--- config.mk ---
export PLATFORM = sky130hd
export DESIGN_NAME = detector_jogada
export DESIGN_NICKNAME = d
export VERILOG_FILES = /design/src/rtl/detector_jogada_pkg.sv /design/src/rtl/detector_jogada_debounce_bit.sv /design/src/rtl/detector_jogada.sv
export SDC_FILE = /design/constraint.sdc
export NUM_CORES = 1
export LEC_CHECK = 0
export CAP_MARGIN = 5
export CORE_UTILIZATION = 49
export CTS_CLUSTER_SIZE = 25
export DETAILED_ROUTE_END_ITERATION = 10
export PLACE_DENSITY = 0.72
export SETUP_SLACK_MARGIN = 0.1
export SLEW_MARGIN = 25
export SYNTH_ARGS = -nofsm -noshare
export SYNTH_HDL_FRONTEND = slang
export SYNTH_SLANG_ARGS = --single-unit
--- constraint.sdc ---
create_clock -name clock -period 1.4 [get_ports clock]
set_input_delay 0.35 -clock clock [delete_from_list [all_inputs] [get_ports clock]]
set_output_delay 0.35 -clock clock [all_outputs]
set_load 0.01 [all_outputs]
--- src/rtl/detector_jogada_pkg.sv ---
// Shared definitions for the play detector: FSM state encodings, default
// sizing constants and the one-hot test used to classify a filtered press.
package detector_jogada_pkg;

    typedef enum logic [1:0] {
        ESPERA   = 2'b00,
        SOLTURA  = 2'b01,
        BLOQUEIO = 2'b10
    } estado_t;

    localparam int N_BOTOES_PADRAO        = 4;
    localparam int DEBOUNCE_CICLOS_PADRAO = 20;

    // True when exactly one bit of v is set.
    function automatic logic eh_one_hot(input logic [31:0] v);
        return (v != 32'd0) && ((v & (v - 32'd1)) == 32'd0);
    endfunction

endpackage

--- src/rtl/detector_jogada_debounce_bit.sv ---
// Single-button conditioner: two-flop synchroniser followed by a counter that
// only lets the filtered level follow the synced level after DEBOUNCE_CICLOS
// consecutive cycles of disagreement.
module debounce_bit #(
    parameter int DEBOUNCE_CICLOS = 20
) (
    input  logic clock,
    input  logic reset,
    input  logic i_bruto,
    output logic o_filtrado
);
    localparam int CNT_W = $clog2(DEBOUNCE_CICLOS + 1);

    logic             r_sinc1;
    logic             r_sinc2;
    logic             r_filtrado;
    logic [CNT_W-1:0] r_cnt;

    // Two-stage synchroniser for the asynchronous pushbutton.
    always_ff @(posedge clock or negedge reset) begin
        if (!reset) begin
            r_sinc1 <= 1'b0;
            r_sinc2 <= 1'b0;
        end else begin
            r_sinc1 <= i_bruto;
            r_sinc2 <= r_sinc1;
        end
    end

    // Count consecutive mismatch cycles; flip the filtered level on the last one.
    always_ff @(posedge clock or negedge reset) begin
        if (!reset) begin
            r_cnt      <= '0;
            r_filtrado <= 1'b0;
        end else if (r_sinc2 == r_filtrado) begin
            r_cnt <= '0;
        end else if (r_cnt == CNT_W'(DEBOUNCE_CICLOS - 1)) begin
            r_cnt      <= '0;
            r_filtrado <= r_sinc2;
        end else begin
            r_cnt <= r_cnt + CNT_W'(1);
        end
    end

    assign o_filtrado = r_filtrado;

endmodule

--- src/rtl/detector_jogada.sv ---
// Play detector: debounces every pushbutton and turns one clean press into a
// registered one-hot play with a single-cycle jogada_feita pulse.
// Optional macro DETECTOR_JOGADA_PRIORIDADE_EN: multi-button presses resolve to
// the lowest-index button instead of raising jogada_invalida.
//
// state    | meaning
// ---------+-----------------------------------------------------------------
// ESPERA   | idle, waiting for any filtered button to go high
// SOLTURA  | press consumed (valid or rejected), waiting for all released
// BLOQUEIO | press arrived with habilita=0, ignored until all released
module detector_jogada
    import detector_jogada_pkg::*;
#(
    parameter int N_BOTOES        = N_BOTOES_PADRAO,
    parameter int DEBOUNCE_CICLOS = DEBOUNCE_CICLOS_PADRAO
) (
    input  logic                clock,
    input  logic                reset,
    input  logic                habilita,
    input  logic                zera,
    input  logic [N_BOTOES-1:0] botoes,
    output logic [N_BOTOES-1:0] jogada,
    output logic                jogada_feita,
    output logic                jogada_invalida,
    output logic [N_BOTOES-1:0] db_filtrados,
    output logic [1:0]          db_estado
);

    logic [N_BOTOES-1:0] w_filt;
    logic                w_um_so;

    estado_t             r_estado;
    logic [N_BOTOES-1:0] r_jogada;
    logic                r_feita;
    logic                r_invalida;

    genvar g;
    generate
        for (g = 0; g < N_BOTOES; g++) begin : g_db
            debounce_bit #(
                .DEBOUNCE_CICLOS(DEBOUNCE_CICLOS)
            ) u_db (
                .clock      (clock),
                .reset      (reset),
                .i_bruto    (botoes[g]),
                .o_filtrado (w_filt[g])
            );
        end
    endgenerate

    assign w_um_so = eh_one_hot(32'(w_filt));

`ifdef DETECTOR_JOGADA_PRIORIDADE_EN
    logic [N_BOTOES-1:0] w_menor;
    // Isolate the lowest set bit (two's-complement trick).
    assign w_menor = w_filt & (~w_filt + N_BOTOES'(1));
`endif

    // Press classification FSM with registered play and pulse outputs.
    always_ff @(posedge clock or negedge reset) begin
        if (!reset) begin
            r_estado   <= ESPERA;
            r_jogada   <= '0;
            r_feita    <= 1'b0;
            r_invalida <= 1'b0;
        end else begin
            r_feita    <= 1'b0;
            r_invalida <= 1'b0;
            // Clear first so a capture on the same edge overrides it.
            if (zera) begin
                r_jogada <= '0;
            end
            case (r_estado)
                ESPERA: begin
                    if (w_filt != '0) begin
                        if (!habilita) begin
                            r_estado <= BLOQUEIO;
                        end else if (w_um_so) begin
                            r_jogada <= w_filt;
                            r_feita  <= 1'b1;
                            r_estado <= SOLTURA;
                        end else begin
`ifdef DETECTOR_JOGADA_PRIORIDADE_EN
                            r_jogada <= w_menor;
                            r_feita  <= 1'b1;
`else
                            r_invalida <= 1'b1;
`endif
                            r_estado <= SOLTURA;
                        end
                    end
                end
                SOLTURA, BLOQUEIO: begin
                    if (w_filt == '0) begin
                        r_estado <= ESPERA;
                    end
                end
                default: r_estado <= ESPERA;
            endcase
        end
    end

    assign jogada          = r_jogada;
    assign jogada_feita    = r_feita;
    assign jogada_invalida = r_invalida;
    assign db_filtrados    = w_filt;
    assign db_estado       = r_estado;

endmodule

==> impl_metrics.json <==
{
  "status": "finished clean",
  "holdWs_ns": 0.01376,
  "synth_area_um2": 1808,
  "nNetsFinal": 213,
  "tightest_slew_ns": 0.3025,
  "synth_ff_type": "dfrtp_1",
  "clock_skew_ns": 0.005485,
  "timing.rr.end": "db_estado[0]",
  "clock-sinks": 40,
  "track_usage_pct": 17.65,
  "rsz0062_at_grt": "yes",
  "finalCritPeriodShare_pct": 97.33,
  "reg2regPathDepth": 4,
  "n_fill_cell": 247,
  "cp_top_family": "flip-flops",
  "insertedDiodeCount": 0,
  "dieArea_um2": 3937,
  "cts_htree_levels": 2,
  "layout_common_cells": "dfrtp_1, nor2_1, buf_4, xor2_1, nand3_1",
  "synth-seq-cells": 40,
  "slew_viol_final": 0,
  "startpoint_type": "register",
  "initial_utilization_pct": 52.53,
  "r2r_setup_slack_ns": 0.04,
  "async_flop_share_pct": 100.0,
  "clock_path_buffers": 2,
  "crit_fanout": 7,
  "fin_crit_ns": 1.363,
  "timing.fmax_mhz": 733.9,
  "wire_per_inst_um": 13.21,
  "drt_iter0_drc": 57,
  "power.density_nw_per_um2": 893.5,
  "clk_latency_ns": 0.29,
  "min_path_type": "primary input to asynchronous set/reset pin",
  "core-area_um2": 3442,
  "yosysWarnings": 0,
  "critPathSlowestCell": "dfrtp_1",
  "setup_viol": 0,
  "drc": 0,
  "area_growth_pct": 34.05,
  "p_leak_nw": 1.162,
  "maxCapViolations": 0,
  "cp-end-kind": "register",
  "fin_util_pct": 70.41,
  "ys_seq_area_share_pct": 55.36,
  "fp.dieW_um": 62.75,
  "critPathArrivalTime_ns": 1.53,
  "cts_tree": "done",
  "overflow": 0,
  "final_hold_viol_count": 0,
  "place_hpwl_um": 2093,
  "yosys.cell_types.count": 41,
  "crit_path_max_incr_delay_ns": 0.39,
  "numCtsBuffers": 5,
  "io_buffers": 19,
  "grt_pass1_wl_um": 5264,
  "root_buffer": "clkbuf_8",
  "drive_above_1_share_pct": 34.83,
  "vias": 1298,
  "path_cells": "buf_6, nor4_4, mux2i_1, o32ai_1",
  "antenna_found_initial": 0,
  "max_slew_margin_pct": 79.55,
  "die_y_um": 62.75,
  "viasPerCell": 5.255,
  "routed_wl_um": 3262,
  "syn-num-nets": 168,
  "gp_congestion": 0.8464,
  "synth_edf_count": 0,
  "critPathBufInv": 1,
  "rows": 21,
  "drtAntennaViolNets": 0,
  "post_synth_inst_count": 155,
  "final_common_cell": "dfrtp_1",
  "rr_startpoint": "g_db[3].u_db.o_filtrado",
  "clk_pin_slew_ns": 0.07,
  "tns_ns": 0,
  "grt_max_degree": 41,
  "power_mw": 2.166,
  "ir_drop_uv": 760.1,
  "grt_pass1_vias": 1273,
  "firstDrtPassIters": 4,
  "worstPathRequired_ns": 1.57,
  "synth_area_per_cell_um2": 11.66,
  "critical_path_class": "register to register",
  "ioPinCount": 20
}
[metal layers]
metal	wire length (um)	vias to the layer above	global-route usage (%)
met2	1665	39	31.52
met4	99	0	9.593
li1	-	616	-
met1	1363	629	18.87
met3	134	14	4.562
met5	0	-	0
[where the power goes]
group | switching [mW] | leakage, nW | internal [mW] | total [mW]
Combinational | 0.0738 | 0.589 | 0.0853 | 0.159
Sequential | 0.0376 | 0.528 | 1.19 | 1.23
Clock | 0.374 | 0.0445 | 0.400 | 0.774
[how the worst max path moves through the flow]
stage | start | endpoint | slack [ns] | cells after the start
after floorplan | db_estado[1] | db_estado[1] | 0.03 | 4
after global placement | habilita | jogada[1] | -0.16 | 4
after detailed placement | habilita | jogada[1] | -0.19 | 4
after CTS | g_db[3].u_db.o_filtrado | jogada[1] | -0.02 | 5
after global routing | g_db[3].u_db.o_filtrado | db_estado[0] | -0.05 | 4
final | g_db[3].u_db.o_filtrado | db_estado[0] | 0.04 | 4
[timing repair]
action / in CTS / in global routing
buffers inserted: 7 / 9
pin swaps: 5 / 12
resized for setup: 42 / 30
hold buffers: 0 / 0
gates cloned: 0 / 1
endpoints found under the setup margin: 21 / 38
[sequential cells by signal (all words and copies together), names as in the netlist]
register / cells
jogada_feita: 1
g_db.u_db.r_sinc2: 4
g_db.u_db.r_cnt: 20
g_db.u_db.r_sinc1: 4
jogada_invalida: 1
jogada: 4
db_estado: 2
g_db.u_db.o_filtrado: 4
[cell type report]
type | count | area, um2 | share of cell area, %
well taps | 46 | 57.56 | 2.375
flip-flops and latches | 40 | 1002 | 41.35
multi-input cells | 100 | 849.6 | 35.05
repair buffers | 46 | 394.1 | 16.26
clock inverters | 1 | 7.507 | 0.3098
clock buffers | 7 | 86.33 | 3.562
inverters | 7 | 26.28 | 1.084
[synthesized netlist by cell type, types with 2 or more instances]
library cell  instances  area (um2)
a21o_1                2       15.01
and2_1                3       18.77
buf_4                 6       45.04
buf_6                 2       22.52
dfrtp_1              40        1001
ha_1                  5       62.56
inv_1                 6       22.52
mux2_1                4       45.04
nand2_1               5       18.77
nand3_1               9       45.04
nor2_1               21       78.83
nor3_1                5       25.02
o21ai_0               2       10.01
o21ai_1               2       10.01
o31ai_1               3       22.52
xnor2_1               5       43.79
xor2_1               10       87.58
xor2_2                2       32.53
[logic make-up (layout without fill, tap and decap cells)]
family,after synthesis,in the layout,synth area share (%)
compound gates,18,18,7.405
xor+xnor,17,17,9.065
fa+ha+maj,5,5,3.460
buf+inv,15,61,5.190
flops,40,40,55.36
mux,5,5,3.045
simple gates,55,55,16.47
[stage by stage]
step / instance area [um2] / worst slack (ns) / std cells
floorplan: 1810 / 0.02670 / 155
global placement: 2101 / -0.1563 / 224
detailed placement: 2101 / -0.1908 / 224
CTS: 2298 / -0.01769 / 239
global route: 2424 / -0.04980 / 247
finish: 2424 / 0.03744 / 247
No activity file was read; power rests on OpenSTA's default activity.
